[src/rtl/race_pkg.sv]
// Shared types and constants for the enemy-lane block.
// Provides the lane state encoding, the visible raster limits, the sprite ROM
// address width and the 8-bit spawn LFSR step function.
package race_pkg;

  typedef enum logic {
    PARKED  = 1'b0,
    DESCEND = 1'b1
  } lane_state_t;

  localparam int unsigned H_ACTIVE = 640;
  localparam int unsigned V_ACTIVE = 480;
  localparam int unsigned ROM_AW   = 14;

  // Fibonacci LFSR, taps 8,6,5,4 (bits 7,5,4,3), shifting toward the MSB.
  function automatic logic [7:0] lfsr_next(input logic [7:0] s);
    return {s[6:0], s[7] ^ s[5] ^ s[4] ^ s[3]};
  endfunction

endpackage

[src/rtl/enemy_lane_array_if.sv]
// Game-control and pixel-stream bundle for enemy_lane_array.
// master: game logic / mixer side (drives tick, enable, collision, speed,
//         raster counters and ROM data; receives sprite pixels and lane status)
// slave : enemy_lane_array itself
interface enemy_lane_array_if #(
  parameter int unsigned N_LANES = 3,
  parameter int unsigned SPEED_W = 3
);

  logic                        tick;
  logic                        enable;
  logic                        collision;
  logic [SPEED_W-1:0]          speed;
  logic [9:0]                  hcount;
  logic [9:0]                  vcount;
  logic [2:0]                  rom_data;
  logic [race_pkg::ROM_AW-1:0] rom_addr;
  logic [2:0]                  pix_data;
  logic                        pix_valid;
  logic [N_LANES-1:0]          active;
  logic [10*N_LANES-1:0]       pos_y;
  logic                        score_inc;

  modport master (
    output tick, enable, collision, speed, hcount, vcount, rom_data,
    input  rom_addr, pix_data, pix_valid, active, pos_y, score_inc
  );

  modport slave (
    input  tick, enable, collision, speed, hcount, vcount, rom_data,
    output rom_addr, pix_data, pix_valid, active, pos_y, score_inc
  );

endinterface

[src/rtl/enemy_lane.sv]
// One enemy car lane: PARKED/DESCEND state, y position and the raster hit test.
// Ports:
//   clk, reset      clock, asynchronous active-low reset
//   i_step          qualifying game tick (tick && enable && !collision)
//   i_park_all      game disabled: park this lane on the next edge
//   i_spawn         selected by the spawner on this step
//   i_speed         pixels per tick (0 treated as 1)
//   i_hcount/vcount raster position
//   o_active        lane is descending
//   o_exit          lane leaves the road on this step (combinational)
//   o_y             current y
//   o_hit, o_row, o_col  raster inside sprite, and offset within the sprite
module enemy_lane
  import race_pkg::*;
#(
  parameter int unsigned LANE_X   = 160,
  parameter int unsigned SPRITE_W = 80,
  parameter int unsigned SPRITE_H = 121,
  parameter int unsigned Y_EXIT   = 600,
  parameter int unsigned Y_PARK   = 620,
  parameter int unsigned SPEED_W  = 3
) (
  input  logic               clk,
  input  logic               reset,
  input  logic               i_step,
  input  logic               i_park_all,
  input  logic               i_spawn,
  input  logic [SPEED_W-1:0] i_speed,
  input  logic [9:0]         i_hcount,
  input  logic [9:0]         i_vcount,
  output logic               o_active,
  output logic               o_exit,
  output logic [9:0]         o_y,
  output logic               o_hit,
  output logic [10:0]        o_row,
  output logic [10:0]        o_col
);

  localparam logic [10:0] X_L    = 11'(LANE_X);
  localparam logic [10:0] X_R    = 11'(LANE_X + SPRITE_W);
  localparam logic [10:0] H_SPR  = 11'(SPRITE_H);
  localparam logic [10:0] Y_EX11 = 11'(Y_EXIT);
  localparam logic [9:0]  Y_PK10 = 10'(Y_PARK);

  lane_state_t r_state, w_state_nxt;
  logic [9:0]  r_y, w_y_nxt;
  logic [10:0] w_spd, w_y11, w_sum, w_v, w_h;
  logic        w_leaving;

  assign w_spd     = (i_speed == '0) ? 11'd1 : 11'(i_speed);
  assign w_y11     = {1'b0, r_y};
  assign w_sum     = w_y11 + w_spd;
  assign w_leaving = (r_state == DESCEND) && (w_sum >= Y_EX11);
  assign o_exit    = i_step && w_leaving;

  always_comb begin
    w_state_nxt = r_state;
    w_y_nxt     = r_y;
    if (i_park_all) begin
      w_state_nxt = PARKED;
      w_y_nxt     = Y_PK10;
    end else if (i_step) begin
      case (r_state)
        PARKED: begin
          if (i_spawn) begin
            w_state_nxt = DESCEND;
            w_y_nxt     = '0;
          end
        end
        DESCEND: begin
          if (w_leaving) begin
            w_state_nxt = PARKED;
            w_y_nxt     = Y_PK10;
          end else begin
            w_y_nxt = w_sum[9:0];
          end
        end
        default: ;
      endcase
    end
  end

  always_ff @(posedge clk or negedge reset) begin
    if (!reset) begin
      r_state <= PARKED;
      r_y     <= Y_PK10;
    end else begin
      r_state <= w_state_nxt;
      r_y     <= w_y_nxt;
    end
  end

  assign o_active = (r_state == DESCEND);
  assign o_y      = r_y;

  // 11-bit compares so y+SPRITE_H and x+SPRITE_W never wrap.
  assign w_v   = {1'b0, i_vcount};
  assign w_h   = {1'b0, i_hcount};
  assign o_hit = (w_v < 11'(V_ACTIVE)) && (w_h < 11'(H_ACTIVE)) &&
                 (w_v >= w_y11) && (w_v < w_y11 + H_SPR) &&
                 (w_h >= X_L) && (w_h < X_R);
  assign o_row = w_v - w_y11;
  assign o_col = w_h - X_L;

endmodule

[src/rtl/enemy_lane_array.sv]
// N_LANES enemy cars on fixed lane x-positions.
// Spawns cars into an LFSR-chosen parked lane after a minimum tick gap, moves
// them down each game tick, retires them past Y_EXIT with a score pulse, and
// merges their sprites (lowest lane wins) into a 2-stage pixel pipeline that
// addresses one shared combinational sprite ROM.
// Ports:
//   clk, reset  clock, asynchronous active-low reset
//   lane_if     enemy_lane_array_if.slave: tick/enable/collision/speed,
//               hcount/vcount, rom_data in; rom_addr, pix_data, pix_valid,
//               active, pos_y, score_inc out
module enemy_lane_array
  import race_pkg::*;
#(
  parameter int unsigned N_LANES    = 3,
  parameter int unsigned LANE_X0    = 160,
  parameter int unsigned LANE_PITCH = 120,
  parameter int unsigned SPRITE_W   = 80,
  parameter int unsigned SPRITE_H   = 121,
  parameter int unsigned Y_EXIT     = 600,
  parameter int unsigned Y_PARK     = 620,
  parameter int unsigned SPEED_W    = 3,
  parameter int unsigned SPAWN_GAP  = 150,
  parameter logic [7:0]  LFSR_SEED  = 8'hA5
) (
  input  logic             clk,
  input  logic             reset,
  enemy_lane_array_if.slave lane_if
);

  localparam int unsigned      CNT_W = $clog2(SPAWN_GAP + 1);
  localparam logic [CNT_W-1:0] GAP   = CNT_W'(SPAWN_GAP);

  logic [N_LANES-1:0]    w_active, w_exit, w_hit, w_spawn;
  logic [9:0]            w_y   [N_LANES];
  logic [10:0]           w_row [N_LANES];
  logic [10:0]           w_col [N_LANES];
  logic [10*N_LANES-1:0] w_pos_y;

  logic [7:0]       r_lfsr;
  logic [CNT_W-1:0] r_cnt, w_cnt_inc;
  logic [7:0]       w_target;
  logic             w_step, w_found, w_do_spawn;
  int unsigned      w_idx;
  logic             r_score;

  logic                w_any_hit;
  logic [10:0]         w_row_win, w_col_win;
  logic [ROM_AW-1:0]   w_addr, r_rom_addr;
  logic                r_hit1, r_pix_valid;
  logic [2:0]          r_pix_data;

  assign w_step = lane_if.tick && lane_if.enable && !lane_if.collision;

  for (genvar gi = 0; gi < N_LANES; gi++) begin : g_lane
    enemy_lane #(
      .LANE_X  (LANE_X0 + gi * LANE_PITCH),
      .SPRITE_W(SPRITE_W),
      .SPRITE_H(SPRITE_H),
      .Y_EXIT  (Y_EXIT),
      .Y_PARK  (Y_PARK),
      .SPEED_W (SPEED_W)
    ) u_lane (
      .clk       (clk),
      .reset     (reset),
      .i_step    (w_step),
      .i_park_all(!lane_if.enable),
      .i_spawn   (w_do_spawn && w_spawn[gi]),
      .i_speed   (lane_if.speed),
      .i_hcount  (lane_if.hcount),
      .i_vcount  (lane_if.vcount),
      .o_active  (w_active[gi]),
      .o_exit    (w_exit[gi]),
      .o_y       (w_y[gi]),
      .o_hit     (w_hit[gi]),
      .o_row     (w_row[gi]),
      .o_col     (w_col[gi])
    );
  end

  // Spawner. Eligibility uses the registered state, so a lane exiting on this
  // tick still reads as DESCEND and cannot be re-spawned on the same tick.
  assign w_cnt_inc = (r_cnt == GAP) ? GAP : r_cnt + CNT_W'(1);
  assign w_target  = r_lfsr % 8'(N_LANES);

  always_comb begin
    w_spawn = '0;
    w_found = 1'b0;
    w_idx   = 0;
    for (int unsigned k = 0; k < N_LANES; k++) begin
      w_idx = (32'(w_target) + k) % N_LANES;
      if (!w_found && !w_active[w_idx]) begin
        w_spawn[w_idx] = 1'b1;
        w_found        = 1'b1;
      end
    end
  end

  assign w_do_spawn = w_step && (w_cnt_inc == GAP) && w_found;

  always_ff @(posedge clk or negedge reset) begin
    if (!reset) begin
      r_cnt   <= '0;
      r_lfsr  <= LFSR_SEED;
      r_score <= 1'b0;
    end else begin
      r_lfsr  <= lfsr_next(r_lfsr);
      r_score <= |w_exit;
      if (!lane_if.enable) begin
        r_cnt <= '0;
      end else if (w_step) begin
        r_cnt <= w_do_spawn ? '0 : w_cnt_inc;
      end
    end
  end

  always_comb begin
    w_pos_y = '0;
    for (int unsigned i = 0; i < N_LANES; i++) begin
      w_pos_y[10*i +: 10] = w_y[i];
    end
  end

  // Priority merge: lowest lane index wins.
  always_comb begin
    w_any_hit = 1'b0;
    w_row_win = '0;
    w_col_win = '0;
    for (int unsigned i = 0; i < N_LANES; i++) begin
      if (!w_any_hit && w_hit[i]) begin
        w_any_hit = 1'b1;
        w_row_win = w_row[i];
        w_col_win = w_col[i];
      end
    end
  end

  assign w_addr = ROM_AW'(w_row_win) * ROM_AW'(SPRITE_W) + ROM_AW'(w_col_win);

  // Stage 1 presents the address to the ROM; stage 2 captures its data.
  always_ff @(posedge clk or negedge reset) begin
    if (!reset) begin
      r_rom_addr  <= '0;
      r_hit1      <= 1'b0;
      r_pix_valid <= 1'b0;
      r_pix_data  <= '0;
    end else begin
      r_hit1 <= w_any_hit;
      if (w_any_hit) begin
        r_rom_addr <= w_addr;
      end
      r_pix_valid <= r_hit1;
      r_pix_data  <= r_hit1 ? lane_if.rom_data : '0;
    end
  end

  assign lane_if.rom_addr  = r_rom_addr;
  assign lane_if.pix_data  = r_pix_data;
  assign lane_if.pix_valid = r_pix_valid;
  assign lane_if.active    = w_active;
  assign lane_if.pos_y     = w_pos_y;
  assign lane_if.score_inc = r_score;

endmodule

[src/flat_wrapper.sv]
// flat-port wrapper written by rule: the top's interface ports become plain ports
module enemy_lane_array_flat import race_pkg::*;
#(
  parameter int unsigned N_LANES    = 3,
  parameter int unsigned LANE_X0    = 160,
  parameter int unsigned LANE_PITCH = 120,
  parameter int unsigned SPRITE_W   = 80,
  parameter int unsigned SPRITE_H   = 121,
  parameter int unsigned Y_EXIT     = 600,
  parameter int unsigned Y_PARK     = 620,
  parameter int unsigned SPEED_W    = 3,
  parameter int unsigned SPAWN_GAP  = 150,
  parameter logic [7:0]  LFSR_SEED  = 8'hA5
)
  (clk, reset, lane_if_tick, lane_if_enable, lane_if_collision, lane_if_speed, lane_if_hcount, lane_if_vcount, lane_if_rom_data, lane_if_rom_addr, lane_if_pix_data, lane_if_pix_valid, lane_if_active, lane_if_pos_y, lane_if_score_inc);
  enemy_lane_array_if #(.N_LANES(N_LANES), .SPEED_W(SPEED_W)) lane_if_i ();
  input  logic clk;
  input  logic reset;
  input wire logic [$bits(lane_if_i.tick)-1:0] lane_if_tick;
  input wire logic [$bits(lane_if_i.enable)-1:0] lane_if_enable;
  input wire logic [$bits(lane_if_i.collision)-1:0] lane_if_collision;
  input wire logic [$bits(lane_if_i.speed)-1:0] lane_if_speed;
  input wire logic [$bits(lane_if_i.hcount)-1:0] lane_if_hcount;
  input wire logic [$bits(lane_if_i.vcount)-1:0] lane_if_vcount;
  input wire logic [$bits(lane_if_i.rom_data)-1:0] lane_if_rom_data;
  output wire logic [$bits(lane_if_i.rom_addr)-1:0] lane_if_rom_addr;
  output wire logic [$bits(lane_if_i.pix_data)-1:0] lane_if_pix_data;
  output wire logic [$bits(lane_if_i.pix_valid)-1:0] lane_if_pix_valid;
  output wire logic [$bits(lane_if_i.active)-1:0] lane_if_active;
  output wire logic [$bits(lane_if_i.pos_y)-1:0] lane_if_pos_y;
  output wire logic [$bits(lane_if_i.score_inc)-1:0] lane_if_score_inc;
  assign lane_if_i.tick = lane_if_tick;
  assign lane_if_i.enable = lane_if_enable;
  assign lane_if_i.collision = lane_if_collision;
  assign lane_if_i.speed = lane_if_speed;
  assign lane_if_i.hcount = lane_if_hcount;
  assign lane_if_i.vcount = lane_if_vcount;
  assign lane_if_i.rom_data = lane_if_rom_data;
  assign lane_if_rom_addr = lane_if_i.rom_addr;
  assign lane_if_pix_data = lane_if_i.pix_data;
  assign lane_if_pix_valid = lane_if_i.pix_valid;
  assign lane_if_active = lane_if_i.active;
  assign lane_if_pos_y = lane_if_i.pos_y;
  assign lane_if_score_inc = lane_if_i.score_inc;
  enemy_lane_array #(.N_LANES(N_LANES), .LANE_X0(LANE_X0), .LANE_PITCH(LANE_PITCH), .SPRITE_W(SPRITE_W), .SPRITE_H(SPRITE_H), .Y_EXIT(Y_EXIT), .Y_PARK(Y_PARK), .SPEED_W(SPEED_W), .SPAWN_GAP(SPAWN_GAP), .LFSR_SEED(LFSR_SEED)) u_core (.clk(clk), .reset(reset), .lane_if(lane_if_i));
endmodule
[config.mk]
export PLATFORM = sky130hd
export DESIGN_NAME = enemy_lane_array_flat
export DESIGN_NICKNAME = d
export VERILOG_FILES = /design/src/rtl/race_pkg.sv /design/src/rtl/enemy_lane_array_if.sv /design/src/rtl/enemy_lane.sv /design/src/rtl/enemy_lane_array.sv /design/src/flat_wrapper.sv
export SDC_FILE = /design/constraint.sdc
export NUM_CORES = 1
export LEC_CHECK = 0
export ABC_AREA = 1
export ABC_CLOCK_PERIOD_IN_PS = 9060
export CELL_PAD_IN_SITES_DETAIL_PLACEMENT = 0
export CELL_PAD_IN_SITES_GLOBAL_PLACEMENT = 1
export CORE_MARGIN = 5
export CORE_UTILIZATION = 40
export CTS_CLUSTER_SIZE = 16
export DETAILED_ROUTE_END_ITERATION = 12
export PLACE_DENSITY = 0.81
export SLEW_MARGIN = 20
export SYNTH_ARGS = -nofsm -noshare
export SYNTH_HDL_FRONTEND = slang
export SYNTH_SLANG_ARGS = --single-unit
export TNS_END_PERCENT = 10
[constraint.sdc]
create_clock -name clk -period 9.06 [get_ports clk]
set_clock_uncertainty 0.1 [all_clocks]
set_input_delay 1.359 -clock clk [delete_from_list [all_inputs] [get_ports clk]]
set_output_delay 1.359 -clock clk [all_outputs]
set_load 0.05 [all_outputs]
* After elaboration in Yosys (flattened, before gate mapping)
Index checks and enable logic that the tools add are counted.
** Operators by class
- Add/sub/neg operators :: 16
- $mul :: 1
- Div/mod/pow operators :: 4
- Magnitude comparators :: 23
- Equal/unequal tests :: 6
- Shifts and indexed selects :: 0
- Multiplexer cells :: 63
- Bitwise gates (word level) :: 8
- Reduce and logical (&&, ||, !) cells :: 44
** Operator list (count)
- 10-bit 2-to-1 mux :: 12
- 32-bit by 1-bit >= comparator with 1-bit output, second input constant :: 3
- 32-bit by 3-bit < comparator with 1-bit output, second input constant :: 3
- 11-bit 2-to-1 mux :: 6
- 32-bit by 2-bit remainder unit with 32-bit output, second input constant :: 2
- 10-bit one-hot mux with 2 select lines :: 3
- 10-bit by 7-bit adder with 11-bit output, second input constant :: 3
- 11-bit by 10-bit >= comparator with 1-bit output, second input constant :: 3
- 1-bit logical AND :: 33
- 10-bit by 11-bit < comparator with 1-bit output :: 3
- 10-bit by 10-bit subtractor with 11-bit output :: 3
- 8-bit by 2-bit remainder unit with 32-bit output, second input constant :: 1
- 8-bit 2-to-1 mux :: 4
- 10-bit >= comparator :: 3
- 10-bit by 9-bit < comparator with 1-bit output, second input constant :: 3
- 1-bit 2-to-1 mux :: 24
- 10-bit by 11-bit adder with 11-bit output :: 2
- 10-bit by 9-bit subtractor with 11-bit output, second input constant :: 2
- 10-bit by 9-bit >= comparator with 1-bit output, second input constant :: 2
- 8-bit equality test, second input constant :: 2
- 3-bit 2-to-1 mux :: 5
- 14-bit by 11-bit adder with 14-bit output :: 1
- 10-bit by 3-bit adder with 11-bit output :: 1
- 11-bit by 3-bit multiplier with 10-bit output, second input constant :: 1
- 20 further kinds :: 40
** Storage, ports and cells
- Bits in registers :: 69
- Latch bits :: 0
- Memory bits (writable) :: 0
- Bits in read-only memories :: 0
- Logic and storage cells :: 178
- Memories kept :: 0

* Depth between registers and ports, before layout
- Depth in word-level cells :: 17
- Gate-level depth with buffers :: 71

* By module
A second synthesis with hierarchy kept.
** Second synthesis, totals
- Cells, all modules :: 1688
- Area, all modules :: 10935.5 um^2
** By module, submodules not included
- enemy_lane_array :: times used 1, cells each 824, area an instance 5218.8 um^2
- enemy_lane (u_core.g_lane[1].u_lane) :: times used 1, cells each 291, area an instance 1931.9 um^2
- enemy_lane (u_core.g_lane[0].u_lane) :: times used 1, cells each 288, area an instance 1904.3 um^2
- enemy_lane (u_core.g_lane[2].u_lane) :: times used 1, cells each 285, area an instance 1880.6 um^2

* Worst setup path after synthesis
OpenSTA, ideal clock, no wires.
- Kind :: register to register
- Start point :: register u_core.r_lfsr[5]
- End point :: register u_core.g_lane[2].u_lane.r_y[1]
- Arrival time :: 7.486 ns
- Data required time :: 8.840 ns
- Setup slack :: 1.353 ns
- Stages on the path, launching flop included :: 66
- Period minus slack after synthesis :: 7.707 ns
- Path through :: dfstp_2 inv_1 nand3_1 o21ai_2 nand2_1 nand2_1 nand2_1 inv_1 nand2_1 nand2_2 nand2_2 nand3_2 nand2_1 inv_1 ha_1 a21oi_2 nand3_1 nand2_1 [... 30 more ...] inv_1 ha_1 nor2_2 nand2_2 buf_6 nand2_1 nand3_1 nand2_1 nand2_2 nand2_2 nand2_4 inv_2 a21oi_4 nand2_2 nand3_4 nand2_2 nand2_1 nand2_1
** On the way
- Longest elaborated chain between the ends :: 15
- Elaborated cells between the ends (all ways) :: 44
** Ends and longest elaborated chain
- from (decl) :: line enemy_lane_array.sv:39 : logic [7:0] r_lfsr;
- from (signal assigned) :: line enemy_lane_array.sv:106 : r_lfsr <= lfsr_next(r_lfsr);
- 8-bit by 2-bit remainder unit with 8-bit output * :: line enemy_lane_array.sv:83 : assign w_target = r_lfsr % 8'(N_LANES);
- parallel branches: the longest is 11 deep, another holds 32-bit by 2-bit remainder unit with 32-bit output
- 1-bit logical AND * :: line enemy_lane_array.sv:67 : .i_spawn (w_do_spawn && w_spawn[gi]),
- 3-bit inequality test (no line) *
- 2-bit AND reduction (no line) *
- to (signal assigned) :: line enemy_lane.sv:89 : r_y <= w_y_nxt;
- to (decl) :: line enemy_lane.sv:46 : logic [9:0] r_y, w_y_nxt;
Mark *: on every way between the ends. The select of a mux whose other input is x is not followed.
A chain may end at the register's enable or synchronous reset.

* Worst setup path after layout
- Start point :: register u_core.r_lfsr[5]
- End point :: register u_core.g_lane[2].u_lane.r_y[0]
Same word-level chain as after synthesis.

==> flow_summary_export.csv <==
group,metric,value,unit
finish,regArea,1750,um^2
timing,max_slew.worst_pin.slew,923,ps
clock_network,cts-root-buf,"clkbuf_16",
yosys,ys_ff_latch,69,
timing,achievable-frequency,0.122,GHz
worst_setup_path,crit_start,"u_core.r_lfsr[5]$_DFF_PN1_",
clock_network,htreeDepth,3,
yosys,synthFlopType,"dfrtp_1",
power_and_ir_drop,power_frac_clock,31.8,%
worst_setup_path,critPathMaxStageDelay,560,ps
worst_setup_path,cp_slowest_cell,"dfstp_2",
routing,drtPass1Iterations,5,
die,core_area,24400,um^2
yosys,synth_top_cell_by_area,"ha_1",
die,die_y,168,um
power_and_ir_drop,p_sw,493,uW
yosys,ys_types,60,
grt,grt_max_degree,70,
yosys,yosysWarnings,0,
worst_setup_path,reg2reg_depth,63,
worst_setup_path,crit_family,"simple AND/OR/NAND/NOR gates",
clock_network,cts_hold_buf,0,
power_and_ir_drop,p_sw_share,38.9,%
run,cap_viol_max_count,0,
power_and_ir_drop,leakagePower,0.00580,uW
timing,min_period_over_period,90.8,%
yosys,ys_seq_area_share,17.6,%
power_and_ir_drop,cellInternalPower,775,uW
clock_network,cts.clk_slew.worst_paths,60,ps
grt,gr-total-overflow,0,
yosys,syn_area,9960,um^2
clock_network,cts_tree,"done",
worst_setup_path,worst-path-max-fanout,11,
grt,antenna_found_initial,0,
power_and_ir_drop,seqPwrFrac,30.0,%
routing,wl_per_cell,14.3,um
clock_network,cts.sinks,69,
worst_setup_path,path_class,"flop to flop",
worst_setup_path,worstPathRequired,9190,ps
timing,timing.final.ws_setup,830,ps
finish,fillCellCount,2569,
worst_setup_path,crit_arrival,8360,ps
grt,grtUsageMet2,31.3,%
worst_setup_path,cp_common_cell,"nand2_1",
place,dp_slack,167,ps
power_and_ir_drop,p_per_area,110,nW/um^2
grt,grt_pass1_vias,9158,
place,post-dp-hpwl,21500,um
clock_network,cts.path.max_buffers,2,
timing,maxSlewViolCount,0,
die,ios,83,
worst_setup_path,r2r-start,"u_core.r_lfsr[5]$_DFF_PN1_",
timing,min_period,8230,ps
yosys,synthTopCellsByArea,"ha_1 15%, nand2_1 13%, dfrtp_1 13%, nand3_1 7.4%, inv_1 7.2%",
worst_setup_path,crit_path_end_kind,"flop",
worst_setup_path,cp-start-kind,"flop",
finish,drive_gt1_share,10.0,%
worst_setup_path,worst-path-stages,63,
grt,grt_pass1_wl,44900,um
routing,drt-vias-per-instance,5.15,
die,fp.dieW,168,um
die,row_count,57,
die,start_util,40.8,%
worst_setup_path,cp_num_buf_inv,12,
finish,area_growth,15.7,%
timing,relSlewSlack,38.3,%
timing,hold_viol_final,0,
routing,drc,0,
grt,grt_usage,18.9,%
timing,tns,0,ps
place,place.gp.congestion,0.869,
clock_network,cts_buffers,9,
routing,first_iter_violations,621,
yosys,synth_top_area_share,15.2,%
finish,antenna_cells,0,
worst_hold_path,hp-class,"flop to flop",
grt,use_met3,2.91,%
status,status,"completed",
yosys,synthArstFlopShare,100,%
grt,grt-busiest-layer,"met2",
yosys,synth_edf_count,0,
worst_setup_path,r2r_end,"u_core.g_lane[2].u_lane.o_y[0]$_DFFE_PN0P_",
yosys,syn_nets,1626,
die,die_area,28200,um^2
place,numPortBuffers,82,
finish,finish.net_count,1708,
timing,setup_viol,0,
routing,vias,9667,
routing,ant_nets,0,
yosys,syn_inst,1466,
clock_network,clk_latency,340,ps
yosys,avgSynthCellArea,6.79,um^2
grt,use_met1,26.6,%
finish,multi_input_area,7300,um^2
timing,whs,321,ps
power_and_ir_drop,pwr-share-comb,38.2,%
power_and_ir_drop,ir_drop,0.144,mV
routing,drt-total-wl,26900,um
worst_setup_path,r2r_setup_slack,830,ps
finish,fin_util,47.2,%
worst_setup_path,critPathCapture,"u_core.g_lane[2].u_lane.o_y[0]$_DFFE_PN0P_",
[cells in the final DEF (no fill, tap or decap), types with 7 or more instances in the layout]
| master | synthesis | layout |
|---|---|---|
| nand2_1 | 335 | 335 |
| inv_1 | 192 | 189 |
| nand3_1 | 148 | 148 |
| ha_1 | 121 | 121 |
| nor2_1 | 93 | 91 |
| clkdlybuf4s50_1 | 0 | 81 |
| a21oi_1 | 73 | 73 |
| xor2_1 | 70 | 69 |
| o21ai_0 | 69 | 69 |
| dfrtp_1 | 50 | 50 |
| nand2_2 | 34 | 30 |
| nand4_1 | 29 | 29 |
| xnor2_1 | 24 | 24 |
| dfstp_2 | 19 | 19 |
| buf_4 | 5 | 15 |
| nor4_1 | 13 | 13 |
| o22ai_1 | 11 | 11 |
| clkinv_1 | 10 | 10 |
| nand3_2 | 10 | 10 |
| inv_2 | 9 | 10 |
| o211ai_1 | 10 | 10 |
| o21bai_1 | 10 | 10 |
| nor3_1 | 9 | 9 |
| clkbuf_16 | 0 | 9 |
| o21ai_2 | 10 | 8 |
| nand2_4 | 4 | 8 |
| fa_1 | 8 | 8 |
| o21ai_1 | 7 | 7 |
[sequential cells by signal, summed over array words and instances, names as in the netlist]
signal                         cells
u_core.lane_if.score_inc           1
u_core.lane_if.pix_valid           1
u_core.lane_if.rom_addr           14
u_core.r_hit1                      1
u_core.r_cnt                       8
u_core.lane_if.pix_data            3
u_core.r_lfsr                      8
u_core.g_lane.u_lane.o_y          30
u_core.g_lane.u_lane.o_active      3
[per-stage QoR]
step,std cells,cell area (um^2),total power [uW]
3_3_place_gp,1848,11000,866
3_5_place_dp,1848,11000,871
5_1_grt,1877,11500,1340
4_1_cts,1864,11400,1280
6_report,1877,11500,1270
2_1_floorplan,1466,9960,715
[worst reg2reg max path, delay by kind of cell, from the launching register on]
family,cells,cell delay [ps]
AO/OA/AOI/OAI,5,1020
adder cells (fa/ha/maj),6,1270
AND/OR/NAND/NOR,40,4070
buffers and inverters,12,1100
flip-flops,1,560
[metal layers]
metal | vias to the layer above | routed length (um) | share of wire, %
met5 | - | 0 | 0
met4 | 0 | 302 | 1.1
met3 | 19 | 1280 | 4.8
met2 | 203 | 12200 | 46
met1 | 4398 | 13000 | 49
li1 | 5047 | - | -
[logic make-up (layout without fill, tap and decap cells)]
logic type                 count (synthesis)  after routing  synth area share [%]
xor gates and xnor gates                  96             96                  8.71
buffers and inverters                    238            325                  9.68
adders and majority gates                129            129                  16.8
AOI/OAI and AO/OA                        227            227                  13.7
muxes                                      5              5                 0.565
DFF                                       69             69                  17.6
and+or+nand+nor                          702            702                  33.0
[worst min-delay path by stage]
| stage | start | endpoint | slack (ps) | cells after the start |
|---|---|---|---|---|
| finish | u_core.r_hit1$_DFF_PN0_ | u_core.lane_if.pix_valid$_DFF_PN0_ | 320 | 0 |
| global route | u_core.r_hit1$_DFF_PN0_ | u_core.lane_if.pix_valid$_DFF_PN0_ | 330 | 0 |
| CTS | u_core.r_hit1$_DFF_PN0_ | u_core.lane_if.pix_valid$_DFF_PN0_ | 320 | 0 |
| detailed placement | u_core.r_hit1$_DFF_PN0_ | u_core.lane_if.pix_valid$_DFF_PN0_ | 310 | 0 |
| global placement | u_core.r_hit1$_DFF_PN0_ | u_core.lane_if.pix_valid$_DFF_PN0_ | 310 | 0 |
| floorplan | u_core.r_hit1$_DFF_PN0_ | u_core.lane_if.pix_valid$_DFF_PN0_ | 290 | 0 |
[final cells by class]
class                   count  share of cell area [%]
multi-input cells        1159                    63.3
flip-flops and latches     69                    15.2
repair buffers             96                    8.01
inverters                 213                    7.05
well taps                 324                    3.52
clock buffers              10                    2.07
clock inverters             6                   0.814
[power by group through the flow]
stage | logic [uW] | registers [uW] | clock network, uW
after floorplan | 207 | 507 | 0
after global placement | 481 | 385 | 0
after detailed placement | 484 | 386 | 0
after CTS | 486 | 381 | 412
after global routing | 530 | 386 | 428
final | 484 | 380 | 403
[repair_timing]
item / in CTS / in global routing
endpoints found under the setup margin: 0 / 37
buffers inserted: 0 / 13
gates resized for setup: 0 / 12
[cells in the mapped netlist (all sizes together) (11+ instances only)]
cell type and count:
nand2 373, inv 203, nand3 164, ha 121
nor2 102, o21ai 87, a21oi 76, xor2 71
dfrtp 50, nand4 29, xnor2 25, dfstp 19
buf 13, nor4 13, clkbuf 12, o22ai 11
(Power assumes the default switching activity.)
